[src/rtl/alu_pkg.sv]
// alu_pkg: op codes, flag bit positions, FSM state encoding and flag packing
// helper for alu_seq. Optional decimal mode is enabled with ALU_DECIMAL_EN.
package alu_pkg;

  localparam logic [3:0] OP_ADD = 4'd0;
  localparam logic [3:0] OP_SUB = 4'd1;
  localparam logic [3:0] OP_AND = 4'd2;
  localparam logic [3:0] OP_OR  = 4'd3;
  localparam logic [3:0] OP_XOR = 4'd4;
  localparam logic [3:0] OP_LSR = 4'd5;
  localparam logic [3:0] OP_ASL = 4'd6;
  localparam logic [3:0] OP_ROR = 4'd7;
  localparam logic [3:0] OP_ROL = 4'd8;
  localparam logic [3:0] OP_MUL = 4'd9;

  localparam int unsigned FLAG_C = 0;
  localparam int unsigned FLAG_Z = 1;
  localparam int unsigned FLAG_V = 2;
  localparam int unsigned FLAG_N = 3;

  typedef enum logic [1:0] {
    ST_IDLE    = 2'd0,
    ST_MUL_RUN = 2'd1,
`ifdef ALU_DECIMAL_EN
    ST_DEC_ADJ = 2'd3,
`endif
    ST_HOLD    = 2'd2
  } state_t;

  function automatic logic [3:0] pack_flags(input logic n, input logic v,
                                            input logic z, input logic c);
    logic [3:0] f;
    f         = '0;
    f[FLAG_N] = n;
    f[FLAG_V] = v;
    f[FLAG_Z] = z;
    f[FLAG_C] = c;
    return f;
  endfunction

endpackage

[src/rtl/alu_mul_iter.sv]
// alu_mul_iter: iterative unsigned shift-add multiplier. One partial-product
// step per cycle for WIDTH cycles after load. The next product is exposed
// combinationally so the caller can capture the final step on the edge
// where 'last' is high.
module alu_mul_iter #(
  parameter int unsigned WIDTH = 8
) (
  input  logic             clk,
  input  logic             rst_n,
  input  logic             load,
  input  logic [WIDTH-1:0] a,
  input  logic [WIDTH-1:0] b,
  output logic             last,
  output logic [WIDTH-1:0] prod_hi,
  output logic [WIDTH-1:0] prod_lo
);

  localparam int unsigned CW = $clog2(WIDTH + 1);

  logic [WIDTH-1:0] mcand;
  logic [WIDTH-1:0] hi;
  logic [WIDTH-1:0] lo;
  logic [CW-1:0]    count;
  logic [WIDTH:0]   add;

  // Add multiplicand when the multiplier LSB is set, then shift the pair right
  always_comb begin
    add     = {1'b0, hi} + (lo[0] ? {1'b0, mcand} : '0);
    prod_hi = add[WIDTH:1];
    prod_lo = {add[0], lo[WIDTH-1:1]};
    last    = (count == CW'(1));
  end

  // Load operands, then step until the counter drains
  always_ff @(posedge clk or negedge rst_n) begin
    if (!rst_n) begin
      mcand <= '0;
      hi    <= '0;
      lo    <= '0;
      count <= '0;
    end else if (load) begin
      mcand <= a;
      hi    <= '0;
      lo    <= b;
      count <= CW'(WIDTH);
    end else if (count != '0) begin
      hi    <= prod_hi;
      lo    <= prod_lo;
      count <= count - CW'(1);
    end
  end

endmodule

[src/rtl/alu_seq.sv]
// alu_seq: registered ALU with valid/ready handshake, full N/V/Z/C flags and
// an iterative multiplier. Define ALU_DECIMAL_EN for packed-BCD ADD/SUB,
// which adds one DEC_ADJ cycle of latency.
module alu_seq
  import alu_pkg::*;
#(
  parameter int unsigned WIDTH = 8,
  parameter int unsigned OPW   = 4
) (
  input  logic             clk,
  input  logic             rst_n,
  input  logic             in_valid,
  output logic             in_ready,
  input  logic [OPW-1:0]   op,
  input  logic [WIDTH-1:0] a,
  input  logic [WIDTH-1:0] b,
  input  logic             carry_in,
  input  logic             dec_in,
  output logic             out_valid,
  input  logic             out_ready,
  output logic [WIDTH-1:0] res,
  output logic [WIDTH-1:0] res_hi,
  output logic [3:0]       flags
);

  state_t           state;
  logic             accept;
  logic             is_mul, is_sub, is_arith;
  logic [WIDTH-1:0] b_eff;
  logic [WIDTH:0]   sum;
  logic [WIDTH-1:0] c_res;
  logic             c_c, c_v;
  logic             mul_last;
  logic [WIDTH-1:0] mul_hi, mul_lo;

  assign in_ready  = (state == ST_IDLE) | ((state == ST_HOLD) & out_ready);
  assign accept    = in_valid & in_ready;
  assign out_valid = (state == ST_HOLD);

  // Single-cycle operations and their carry/overflow
  always_comb begin
    c_res    = '0;
    c_c      = 1'b0;
    c_v      = 1'b0;
    is_mul   = 1'b0;
    is_sub   = 1'b0;
    is_arith = 1'b0;
    b_eff    = b;
    sum      = '0;
    case (op)
      OPW'(OP_SUB): begin is_sub = 1'b1; is_arith = 1'b1; end
      OPW'(OP_AND): c_res = a & b;
      OPW'(OP_OR):  c_res = a | b;
      OPW'(OP_XOR): c_res = a ^ b;
      OPW'(OP_LSR): begin c_res = a >> 1; c_c = a[0]; end
      OPW'(OP_ASL): begin c_res = a << 1; c_c = a[WIDTH-1]; end
      OPW'(OP_ROR): {c_res, c_c} = {carry_in, a};
      OPW'(OP_ROL): {c_c, c_res} = {a, carry_in};
      OPW'(OP_MUL): is_mul = 1'b1;
      default:      is_arith = 1'b1;
    endcase
    if (is_arith) begin
      b_eff = is_sub ? ~b : b;
      sum   = {1'b0, a} + {1'b0, b_eff} + {{WIDTH{1'b0}}, carry_in};
      c_res = sum[WIDTH-1:0];
      c_c   = sum[WIDTH];
      c_v   = (a[WIDTH-1] == b_eff[WIDTH-1]) && (c_res[WIDTH-1] != a[WIDTH-1]);
    end
  end

  alu_mul_iter #(.WIDTH(WIDTH)) u_mul (
    .clk     (clk),
    .rst_n   (rst_n),
    .load    (accept & is_mul),
    .a       (a),
    .b       (b),
    .last    (mul_last),
    .prod_hi (mul_hi),
    .prod_lo (mul_lo)
  );

`ifdef ALU_DECIMAL_EN
  logic [WIDTH-1:0] dq_a, dq_b;
  logic             dq_c, dq_sub;
  logic [WIDTH:0]   dec_out;

  // Packed-BCD add/subtract; MSB of the return is carry / no-borrow
  function automatic logic [WIDTH:0] bcd_op(input logic [WIDTH-1:0] x,
                                            input logic [WIDTH-1:0] y,
                                            input logic cin, input logic sub);
    logic [WIDTH-1:0] r;
    logic             cy;
    logic [4:0]       s;
    r  = '0;
    cy = cin;
    for (int unsigned i = 0; i < WIDTH / 4; i++) begin
      if (!sub) begin
        s = {1'b0, x[4*i +: 4]} + {1'b0, y[4*i +: 4]} + {4'b0, cy};
        if (s > 5'd9) begin s = s + 5'd6; cy = 1'b1; end
        else cy = 1'b0;
      end else begin
        s = {1'b0, x[4*i +: 4]} - {1'b0, y[4*i +: 4]} - {4'b0, ~cy};
        if (s[4]) begin s = s - 5'd6; cy = 1'b0; end
        else cy = 1'b1;
      end
      r[4*i +: 4] = s[3:0];
    end
    return {cy, r};
  endfunction

  // Decimal correction of the operands captured at accept
  always_comb begin
    dec_out = bcd_op(dq_a, dq_b, dq_c, dq_sub);
  end

  // Capture operands for the DEC_ADJ cycle
  always_ff @(posedge clk or negedge rst_n) begin
    if (!rst_n) begin
      dq_a   <= '0;
      dq_b   <= '0;
      dq_c   <= 1'b0;
      dq_sub <= 1'b0;
    end else if (accept) begin
      dq_a   <= a;
      dq_b   <= b;
      dq_c   <= carry_in;
      dq_sub <= is_sub;
    end
  end
`else
  logic unused_dec;
  assign unused_dec = dec_in;
`endif

  // Control FSM and result/flag registers
  always_ff @(posedge clk or negedge rst_n) begin
    if (!rst_n) begin
      state  <= ST_IDLE;
      res    <= '0;
      res_hi <= '0;
      flags  <= '0;
    end else begin
      case (state)
        ST_IDLE, ST_HOLD: begin
          if (accept) begin
            if (is_mul) begin
              state <= ST_MUL_RUN;
            end else begin
              res    <= c_res;
              res_hi <= '0;
              flags  <= pack_flags(c_res[WIDTH-1], c_v, (c_res == '0), c_c);
`ifdef ALU_DECIMAL_EN
              state  <= (dec_in && is_arith) ? ST_DEC_ADJ : ST_HOLD;
`else
              state  <= ST_HOLD;
`endif
            end
          end else if (state == ST_HOLD && out_ready) begin
            state <= ST_IDLE;
          end
        end
        ST_MUL_RUN: begin
          if (mul_last) begin
            state  <= ST_HOLD;
            res    <= mul_lo;
            res_hi <= mul_hi;
            flags  <= pack_flags(mul_lo[WIDTH-1], 1'b0,
                                 (mul_lo == '0) && (mul_hi == '0), |mul_hi);
          end
        end
`ifdef ALU_DECIMAL_EN
        // N and V stay from the binary result captured at accept
        ST_DEC_ADJ: begin
          state         <= ST_HOLD;
          res           <= dec_out[WIDTH-1:0];
          flags[FLAG_C] <= dec_out[WIDTH];
          flags[FLAG_Z] <= (dec_out[WIDTH-1:0] == '0);
        end
`endif
        default: state <= ST_IDLE;
      endcase
    end
  end

endmodule
[config.mk]
export PLATFORM = sky130hd
export DESIGN_NAME = alu_seq
export DESIGN_NICKNAME = d
export VERILOG_FILES = /design/src/rtl/alu_pkg.sv /design/src/rtl/alu_mul_iter.sv /design/src/rtl/alu_seq.sv
export SDC_FILE = /design/constraint.sdc
export NUM_CORES = 1
export LEC_CHECK = 0
export CAP_MARGIN = 20
export CORE_UTILIZATION = 40
export CTS_CLUSTER_DIAMETER = 60
export CTS_CLUSTER_SIZE = 14
export DETAILED_ROUTE_END_ITERATION = 6
export SLEW_MARGIN = 15
export SYNTH_ARGS = -nofsm -noshare
export SYNTH_HDL_FRONTEND = slang
export SYNTH_SLANG_ARGS = --single-unit
[constraint.sdc]
create_clock -name clk -period 3.6 [get_ports clk]
set_input_delay 0.36 -clock clk [delete_from_list [all_inputs] [get_ports clk]]
set_output_delay 0.36 -clock clk [all_outputs]
set_load 0.05 [all_outputs]
==> After elaboration in Yosys (flattened, before gate mapping) <==
Cells that the tools add are included.
{ "totals": {"register_bits": 50, "output_inout_bits": 22, "input_bits": 26, "elab_cells": 87} }
{ "op_classes": {"bitwise_logic": 8, "reduce_logical": 17, "n_mux": 32, "n_eq_ne": 18, "addsub": 4} }
{ "op_table": {"columns": ["op", "count"], "rows": [
  ["8-bit 2-to-1 mux", 13],
  ["8-bit one-hot mux with 7 select lines", 1],
  ["8-bit one-hot mux with 2 select lines", 2],
  ["8-bit zero test", 3],
  ["4-bit 2-to-1 mux", 5],
  ["4-bit by 3-bit == test with 1-bit output (second input constant)", 4],
  ["8-bit OR reduction", 2],
  ["8-bit by 8-bit adder with 9-bit output", 1],
  ["8-bit by 9-bit adder with 9-bit output", 1],
  ["9-bit by 1-bit adder with 9-bit output", 1],
  ["8-bit bitwise AND", 1],
  ["4-bit by 1-bit == test with 1-bit output (second input constant)", 2],
  ["4-bit by 2-bit == test with 1-bit output (second input constant)", 2],
  ["4-bit == test (second input constant)", 2],
  ["2-bit 2-to-1 mux", 4],
  ["8-bit inverter", 1],
  ["8-bit OR", 1],
  ["4-bit one-hot mux with 2 select lines", 1],
  ["8-bit XOR", 1],
  ["2-bit inequality test (second input constant)", 3],
  ["2-bit OR reduction", 3],
  ["1-bit 2-to-1 mux", 4],
  ["2-bit one-hot mux with 2 select lines", 1],
  ["4-bit AND reduction", 1],
  ["14 further kinds", 19]
]} }

==> Longest topological paths before layout <==
Gate-level depths: netlist (run 1).
{ "depth": {"ltp_word": 11, "ltp_mapped": 13, "depth_no_buf": 12} }

==> Hierarchy <==
From an unflattened synthesis (run 1), not the netlist that was laid out.
{ "hier_totals": {"cells_unflattened": 408, "hier_area_um2": 3797.4} }
{ "modules_own_cells": {"columns": ["mod", "cells_per_inst", "area_per_inst_um2", "seq_area_each_um2", "n_inst"], "rows": [
  ["alu_seq", 239, 2109.5, 525.5, 1],
  ["alu_mul_iter", 169, 1687.9, 700.7, 1]
]} }

==> Worst setup path before layout (run 1) <==
OpenSTA, ideal clock, no wires.
{ "synth_path": {"kind": "input -> register", "startpoint": "in op[3]", "endpoint": "reg flags[1]", "slack_ns": 0.320, "stages": 12, "t_arrival_ns": 3.216, "t_required_ns": 3.536, "path_buffers": 1, "setup_time_ns": 0.064, "cell_sequence": "buf_2 > nand2b_1 > nor3_2 > xnor2_1 > fa_1 > fa_1 > nand2_1 > a21oi_1 > o31ai_1 > xnor2_1 > a2111oi_2 > a21o_1"} }
{ "synth_via": {"elab_chain_len": 10, "elab_cells_between_ends": 23, "classes_between": "add/sub (2); eq/ne (10); mux (8); reduce/logical (3)"} }
{ "synth_lines": {"columns": ["item", "line_no", "source"], "rows": [
  ["start, declared", "alu_seq.sv:14", "input logic [OPW-1:0] op,"],
  ["4-bit by 1-bit == test with 1-bit output", "alu_seq.sv:50", "case (op)"],
  ["1-bit 2-to-1 mux", "alu_seq.sv:50", null],
  ["8-bit 2-to-1 mux", "alu_seq.sv:63", "b_eff = is_sub ? ~b : b;"],
  ["8-bit by 8-bit adder with 9-bit output", "alu_seq.sv:64", "sum = {1'b0, a} + {1'b0, b_eff} + {{WIDTH{1'b0}}, carry_in};"],
  ["9-bit by 1-bit adder with 9-bit output", "alu_seq.sv:64", null],
  ["8-bit 2-to-1 mux", "alu_seq.sv:62", "if (is_arith) begin"],
  ["8-bit zero test", "alu_seq.sv:151", "flags <= pack_flags(c_res[WIDTH-1], c_v, (c_res == '0), c_c);"],
  ["4-bit 2-to-1 mux", "alu_seq.sv:146", "if (is_mul) begin"],
  ["4-bit 2-to-1 mux", "alu_seq.sv:145", "if (accept) begin"],
  ["4-bit one-hot mux with 2 select lines", "alu_seq.sv:143", "case (state)"],
  ["end signal, assigned", "alu_seq.sv:151", null],
  ["end signal, assigned", "alu_seq.sv:167", "flags <= pack_flags(mul_lo[WIDTH-1], 1'b0,"],
  ["end, declared", "alu_seq.sv:23", "output logic [3:0] flags"]
]} }
Several ways; a longest one is shown, not always the timed one. The select of a mux whose other input is x is not followed.
A chain may end at the register's enable or synchronous reset.

==> Worst setup path in the final report (run 1) <==
Same ends and word-level chain as after synthesis.

==> flow_results.org, run 1 <==
** GRT
- Vias in the first global route :: roughly 3.2k
- First-pass GRT wire length :: 16,300 um
- Total congestion overflow after global routing :: 0
- Across every metal layer, demand over resource in global routing totals 0.217.
- Number of antenna violations at the first check in global routing :: 0
- Entering global routing, the biggest net connects 35 pins.

** Clocking
- Clock latency on the worst-skew pair, taken at its later pin, is 0.31 ns.
- Clock-pin slew on the worst setup and hold paths :: 0.10 ns
- The tree built by TritonCTS fans out to 49 sinks.
- The number of hold buffers added after CTS was 0.
- Post-CTS timing repair inserted 0 buffers for setup.
- Buffers inserted during clock tree synthesis total 5.
- Maximum buffer depth of the clock tree :: 2
- Cell chosen for the clock root :: clkbuf_8
- Depth of the CTS H-tree :: 2
- TritonCTS built the clock tree.
- Once the clock tree was built, the resizer swapped 0 gates to a different size.

** Setup path
- In this run the worst path has a maximum fanout of 2.
- Among cell families on the critical path, the largest total delay comes from compound AO/OA/AOI/OAI gates.
- R2R setup slack :: 0.75 ns
- For the worst setup path, the data required time is 3.85 ns.
- Critical Path End Type :: flip-flop
- The worst setup path is launched from an input pin.
- The critical path in this run is classified as input pin to flip-flop.
- On the worst path, the slowest cell contributes a delay of 0.43 ns.
- For the worst setup path, the data arrival time is roughly 3.3 ns.
- The slowest stage of the critical path belongs to the cell fa_1.
- Worst r2r path cells :: 8
- Worst Path Buf+Inv :: 1
- The endpoint identified for the worst register-to-register timing path is flags[0].
- CP cell instances :: clkdlybuf4s50_1, nand2b_1, nor3_2, xnor2_1, fa_1, fa_1, nand2_1, a21oi_1, o31ai_1, xnor2_1, a2111oi_2, a21o_1
- The worst register-to-register path begins at u_mul.lo[0].

** Die
- The die covers 0.00956 mm^2.
- For this configuration, the core starts out at a cell density of 0.417.
- Row Count :: 34
- Horizontal die dimension :: 97.8 um
- Die extent in y :: between 90 and 100 um
- During I/O placement, the number of pins put on the boundary was 48.
- The total area inside the core boundary comes to 0.00881 mm^2.

** Cells and area
- Final standard cell area without fillers :: 0.00437 mm^2
- 0 antenna diodes ended up in the layout.
- Area growth from synthesis to final layout :: 19.0%
- Number of nets at the end of the flow :: 536
- Of the cells placed in the final design, the portion with a size suffix greater than 1 is 0.0634.

** Route
- Uppermost layer routed :: met4
- In the final routed layout, each cell accounts on average for 16.8 um.
- The detailed router finished its first iteration with 204 violations.
- Antenna Nets Post-Route :: 0
- After detailed routing, the number of vias per cell comes to between 5 and 6.
- M1 wire length :: 4420 um
- Drt first pass iters :: 7
- Wire length on met3 :: 391 um
- DR vias :: 3,263
- Remaining DRCs :: 6
- Final Routed Wirelength :: just under 10,000 um
- The routed design uses 4660 um of met2 wire.

** Logic synthesis
- After synthesis the cells add up to 0.00367 mm^2.
- By count the netlist is led by nand2_1 (51), dfrtp_1 (49), nor2_1 (47).
- In the synthesized netlist, the number of instances is ~430.
- Area fraction of the dominant cell type after synthesis :: 0.334
- The share of the Yosys chip area taken by registers is 0.334.
- Share of flip-flops with an asynchronous set or reset after synthesis :: 1.00
- Most repeated cell in the gate-level netlist after synthesis :: nand2_1
- The number of nets handed over by synthesis was a little under 500.
- Yosys mapped the design onto 63 distinct sky130hd cell types.
- In this run, synthesis inferred 0 flip-flops with an integrated enable.
- Flops & latches, synth :: 49
- In the post-synthesis netlist, the biggest area contributors are dfrtp_1 (33%), ha_1 (12%), nand2_1 (5.2%), nor2_1 (4.8%), o21ai_0 (3.8%).
- Dominant register cell in the synthesized netlist :: dfrtp_1
- After synthesis, the mean cell area works out to between 8 and 9 um^2.
- For this run, the number of Yosys warnings is 0.
- The synthesized design spends more area on one cell type than any other, namely dfrtp_1.

** Pwr
- IR analysis of the VDD net gives a maximum drop of just under 300 uV.
- Power spread over the standard cell area amounts to 559 mW/mm^2.
- Leakage :: 0.00202 uW
- After layout, the design draws a total of between 2000 and 2500 uW.

** Timing
- Setup violations remaining at the end of the flow were counted as 0.
- The total count of max-transition violations in the final report came to 0.
- In the finished design, the share of the clock period the worst path needs comes to 0.839.
- At the pin with the least slew margin, the transition time is ~0.8 ns.
- Setup repair after global routing missed its margin :: false
- Counting I/O delays and the setup requirement, the final critical path takes 3.02 ns.
- The count of final hold-check violations was 0.
- Highest clock rate :: ~330 MHz
- Summed over all failing endpoints, the final setup total negative slack is 0 ns.
- Between clock sinks in the finished design, the worst skew comes to 0.0115 ns.
- Measured against its own limit, the worst slew margin works out to 0.472.

** Place
- Global placer's final weighted congestion :: 0.900
- IO Port Bufs :: 46
- Post-DP HPWL :: 7560 um
- Placement-stage cell area :: 0.00425 mm^2

** Outcome
- The checks that failed: design-rule violations.
- The run finished, with violations left.

** Run
- Max capacitance violation total :: 0

** Hold path
- In this run the worst hold path is classified as input pin to async pin.
layer usage:
layer | GRT usage | vias up
met1 | 0.283 | 1571
met3 | 0.0372 | 18
met4 | 0.0769 | 0
met5 | 0 | -
met2 | 0.362 | 76
li1 | - | 1598
metrics by stage:
stage	hold slack, ns	worst slack (ns)	util	instances
6_report	0.0950	0.579	0.496	581
5_1_grt	0.137	0.353	0.496	581
4_1_cts	0.109	0.573	0.496	581
3_5_place_dp	0.459	0.245	0.483	573
3_3_place_gp	0.456	0.254	0.483	573
2_1_floorplan	0.0644	0.320	-	427
power breakdown:
| part | switching [uW] | internal (uW) | leakage (uW) |
|---|---|---|---|
| logic | 706 | 470 | 0.00134 |
| registers | 135 | 719 | 0.000620 |
| clock network | 200 | 209 | 0.0000585 |
kinds of logic after synthesis:
kind of cell	synth area share
AO/OA/AOI/OAI	0.223
XOR/XNOR	0.0477
adder cells (fa/ha/maj)	0.136
buffers and inverters	0.0491
flip-flops	0.334
multiplexers	0.0140
AND/OR/NAND/NOR	0.196
worst max-delay path by stage:
stage / startpoint / endpoint / slack, ns / cells past startpoint
floorplan: op[3] / flags[1] / 0.32 / 12
global placement: op[0] / flags[1] / 0.25 / 12
detailed placement: op[3] / flags[1] / 0.24 / 12
CTS: op[3] / flags[1] / 0.57 / 12
global route: op[3] / res[6] / 0.35 / 12
finish: op[3] / flags[1] / 0.58 / 12
sequential cells by signal (all words and copies together) (netlist names):
register and flops:
u_mul.hi 8, res 8, u_mul.count 4, u_mul.mcand 8, flags 3, u_mul.lo 8, state 2, res_hi 8
cells in the final DEF (no fill, tap or decap), types with 6 or more instances in the layout:
cell / netlist / routed
nand2_1: 51 / 51
dfrtp_1: 49 / 49
nor2_1: 47 / 47
clkdlybuf4s50_1: 0 / 45
ha_1: 35 / 35
inv_1: 28 / 28
o21ai_0: 28 / 28
a21oi_1: 20 / 20
xnor2_1: 16 / 16
and2_1: 11 / 11
a211oi_1: 10 / 10
a31oi_1: 9 / 9
buf_4: 1 / 9
nand2b_1: 6 / 6
nand3_1: 6 / 6
a22oi_1: 6 / 6
area by class of cell:
cell class,count,area (um^2)
multi-input combinational,333,2260
timing repair buffer,55,523
clock buffer,5,68.8
clock inverter,3,43.8
sequential,49,1230
fill,851,4440
inverter,28,105
tap,108,135
Power figures use the tool's default switching activity.
==> inputs of run 2 (changes only) <==
- clock period: 3.6 -> 2.6 ns (I/O delays scaled with it)
==> run 2 against run 1 <==
Effect of this change:
- the run still ends with design-rule violations left
- global-route usage grew 2.1 points
- first-iteration DRC count shrank 34%
- sequential cell count is the same
- clock-buffer cell count grew 1
- die area is the same
- non-clock buffer count grew 77
- clock skew grew 0.0066 ns
- clock power grew 14%
==> flow_results.org, run 2 (synthesized netlist as in run 1, its figures left out) <==
** Outcome
- The flow ran to the end, but the final reports show violations.
- The checks that failed: design-rule violations.

** Timing
- Setup violations remaining at the end of the flow were counted as 0.
- Hold timing on the final database bottoms out at a slack of 0.392 ns.
- Dividing the final minimum period by the clock period gives 0.982.
- For the pin with the worst max-slew slack, the measured transition is 0.789 ns.
- Setup repair after global routing could not meet its margin everywhere.
- The clock arrives with 0.0180 ns of skew.
- Period minus WS final :: 2.55 ns
- Max-slew violation count :: 0
- Timing would allow up to 392 MHz.
- The count of final hold-check violations is 0.
- Worst relative slew slack :: 0.474

** Die
- The initial utilization of the core area, before any placement, comes to 0.417.
- The initialized floorplan defines 34 standard-cell rows.
- The die is 97.8 um wide.
- The die covers 0.00956 mm^2.
- The total area inside the core boundary comes to 0.00881 mm^2.
- 48 I/O pins were placed.
- The floorplan step set the die height to roughly 98 um.

** Setup path
- Worst stage delay on the critical path :: ~0.47 ns
- Traced cell by cell, the critical path runs through buf_6, nand2b_4, nor3_4, xnor2_2, fa_2, fa_2, nand2_1, o21ai_1, a22o_1, a211o_1, nor3_2, and3_1, a21o_1.
- CP startpoint kind :: input pin
- STA puts the critical path data arrival time at 2.80 ns.
- Critical Path End Type :: flip-flop
- Critical path required time :: around 2.9 ns
- Worst Path Max Fanout :: 2
- Critical-path top delay cell :: fa_2
- The critical path is of the input pin to flip-flop type.
- The most numerous cell type found on the critical path is fa_2.

** Cells and area
- Of the cells placed in the final design, the portion with a size suffix greater than 1 is 0.242.
- The top cell types in the final layout, fill and taps aside, are buf_4 (84), nand2_1 (50), dfrtp_1 (49).
- Relative to the synthesized area, the layout overhead comes to 38.5%.
- The number of antenna diodes in the final layout is 0.
- After the last flow step, the layout net total stands at ~600.
- Most common library cell in the layout ignoring fill and taps :: buf_4
- Final standard cell area without fillers :: 0.00508 mm^2

** Pwr
- For this design the static power due to leakage is 0.00242 uW.
- Power density over cell area :: 734 mW/mm^2
- VDD sags by at most roughly 430 uV.

** GRT
- Global routing finished with a remaining overflow of 0.
- Met1 Use GR :: 0.320
- Global-route usage over all layers :: 0.237
- The first global-routing pass estimated 17,700 um of wire.
- For met3 alone, demand over resource in global routing was 0.0265.
- Pin count of the biggest net entering global routing :: 35
- The layer flagged by global routing as most heavily used is met2.
- The via count of the first global-routing pass is 3,519.
- Number of antenna violations at the first check in global routing :: 0
- In the global route stage, met2 resource usage came out at 0.397.

** Clocking
- TritonCTS clock tree :: built
- Clock insertion delay at the later pin of the skew report :: 0.32 ns
- Cell chosen for the clock root :: clkbuf_8
- In this run, CTS created clock tree buffers numbering 5.
- Depth of the CTS H-tree :: 2
- Clock-pin slew on the worst setup and hold paths :: approximately 0.10 ns
- The clock drives 49 sinks.
- Maximum buffer depth of the clock tree :: 2

** Hold path
- The path class of the tightest hold or removal check is input pin to flip-flop.

** Route
- DR vias :: 3,628
- For this run, design rule violations remaining after detail routing come to 8.
- The detail route stage leaves a number of antenna-violating nets equal to 0.
- Detailed Route Iter0 Violations :: 135
- Via-to-Cell Ratio :: 5.51
- Drt first pass iters :: 7
- Final Routed Wirelength :: 11,000 um
- Dividing the detail-routed wire length by the instance count gives around 17 um.

** Place
- After detailed placement, the total cell area comes to 0.00477 mm^2.
- Routability-driven placement finished with a final weighted congestion of 0.913.
- Post-DP HPWL :: 8610 um
- Port buffering added 46 buffers.

** Run
- The tool flagged a number of max-cap violations equal to 0.
[run 2: cell type report]
type | count | area (um^2)
well taps | 108 | 135
clock buffers | 6 | 72.6
clock inverters | 2 | 13.8
flip-flops and latches | 49 | 1230
multi-input cells | 333 | 2430
repair buffers | 132 | 1100
inverters | 28 | 105
fillers | 827 | 3720
[run 2: per-layer routing]
layer | vias up | share of wire
met5 | - | 0
met4 | 0 | 0.020
met3 | 17 | 0.037
met2 | 99 | 0.48
met1 | 1758 | 0.47
li1 | 1754 | -
[run 2: power breakdown]
part	leakage (uW)	internal [uW]	switching, uW
registers	0.000620	996	195
clock network	0.0000456	192	275
logic	0.00176	972	1100
[run 2: timing repair]
| item | in CTS | in global routing |
|---|---|---|
| pin swaps | 12 | 24 |
| resized for setup | 10 | 27 |
| endpoints found under the setup margin | 8 | 5 |
| setup buffers | 4 | 7 |
| hold buffers | 1 | 0 |
| hold endpoints to repair | 49 | 0 |
[run 2: path summary, 6_finish.rpt]
check	start	end	slack, ns	cells past startpoint
min in group asynchronous	rst_n	state[1]	0.45	3
max in group asynchronous	rst_n	u_mul.lo[3]	1.84	3
min reg2reg	res_hi[0]	res_hi[0]	0.48	2
min	b[0]	u_mul.lo[0]	0.39	4
max	op[3]	flags[1]	0.05	13
max reg2reg	u_mul.lo[0]	flags[1]	0.07	9
[run 2: worst max-delay path, delay by kind of cell]
kind	cells	cell delay, ns
XOR/XNOR	1	0.11
AND/OR/NAND/NOR	5	0.79
AO/OA/AOI/OAI	4	0.65
adder cells (fa/ha/maj)	2	0.89
buffers and inverters	1	0.09
[run 2: per-stage QoR]
stage                     std cells   util  worst slack, ns  setup TNS, ns  power [uW]
after detailed placement        638  0.542           -0.552          -4.03        3100
after global routing            658  0.577          -0.0478        -0.0605        4000
after floorplan                 427      -           -0.253         -0.848        2350
after CTS                       651  0.560        -0.000196      -0.000196        3600
after global placement          638  0.542           -0.488          -3.55        3070
final                           658  0.577           0.0463              0        3730
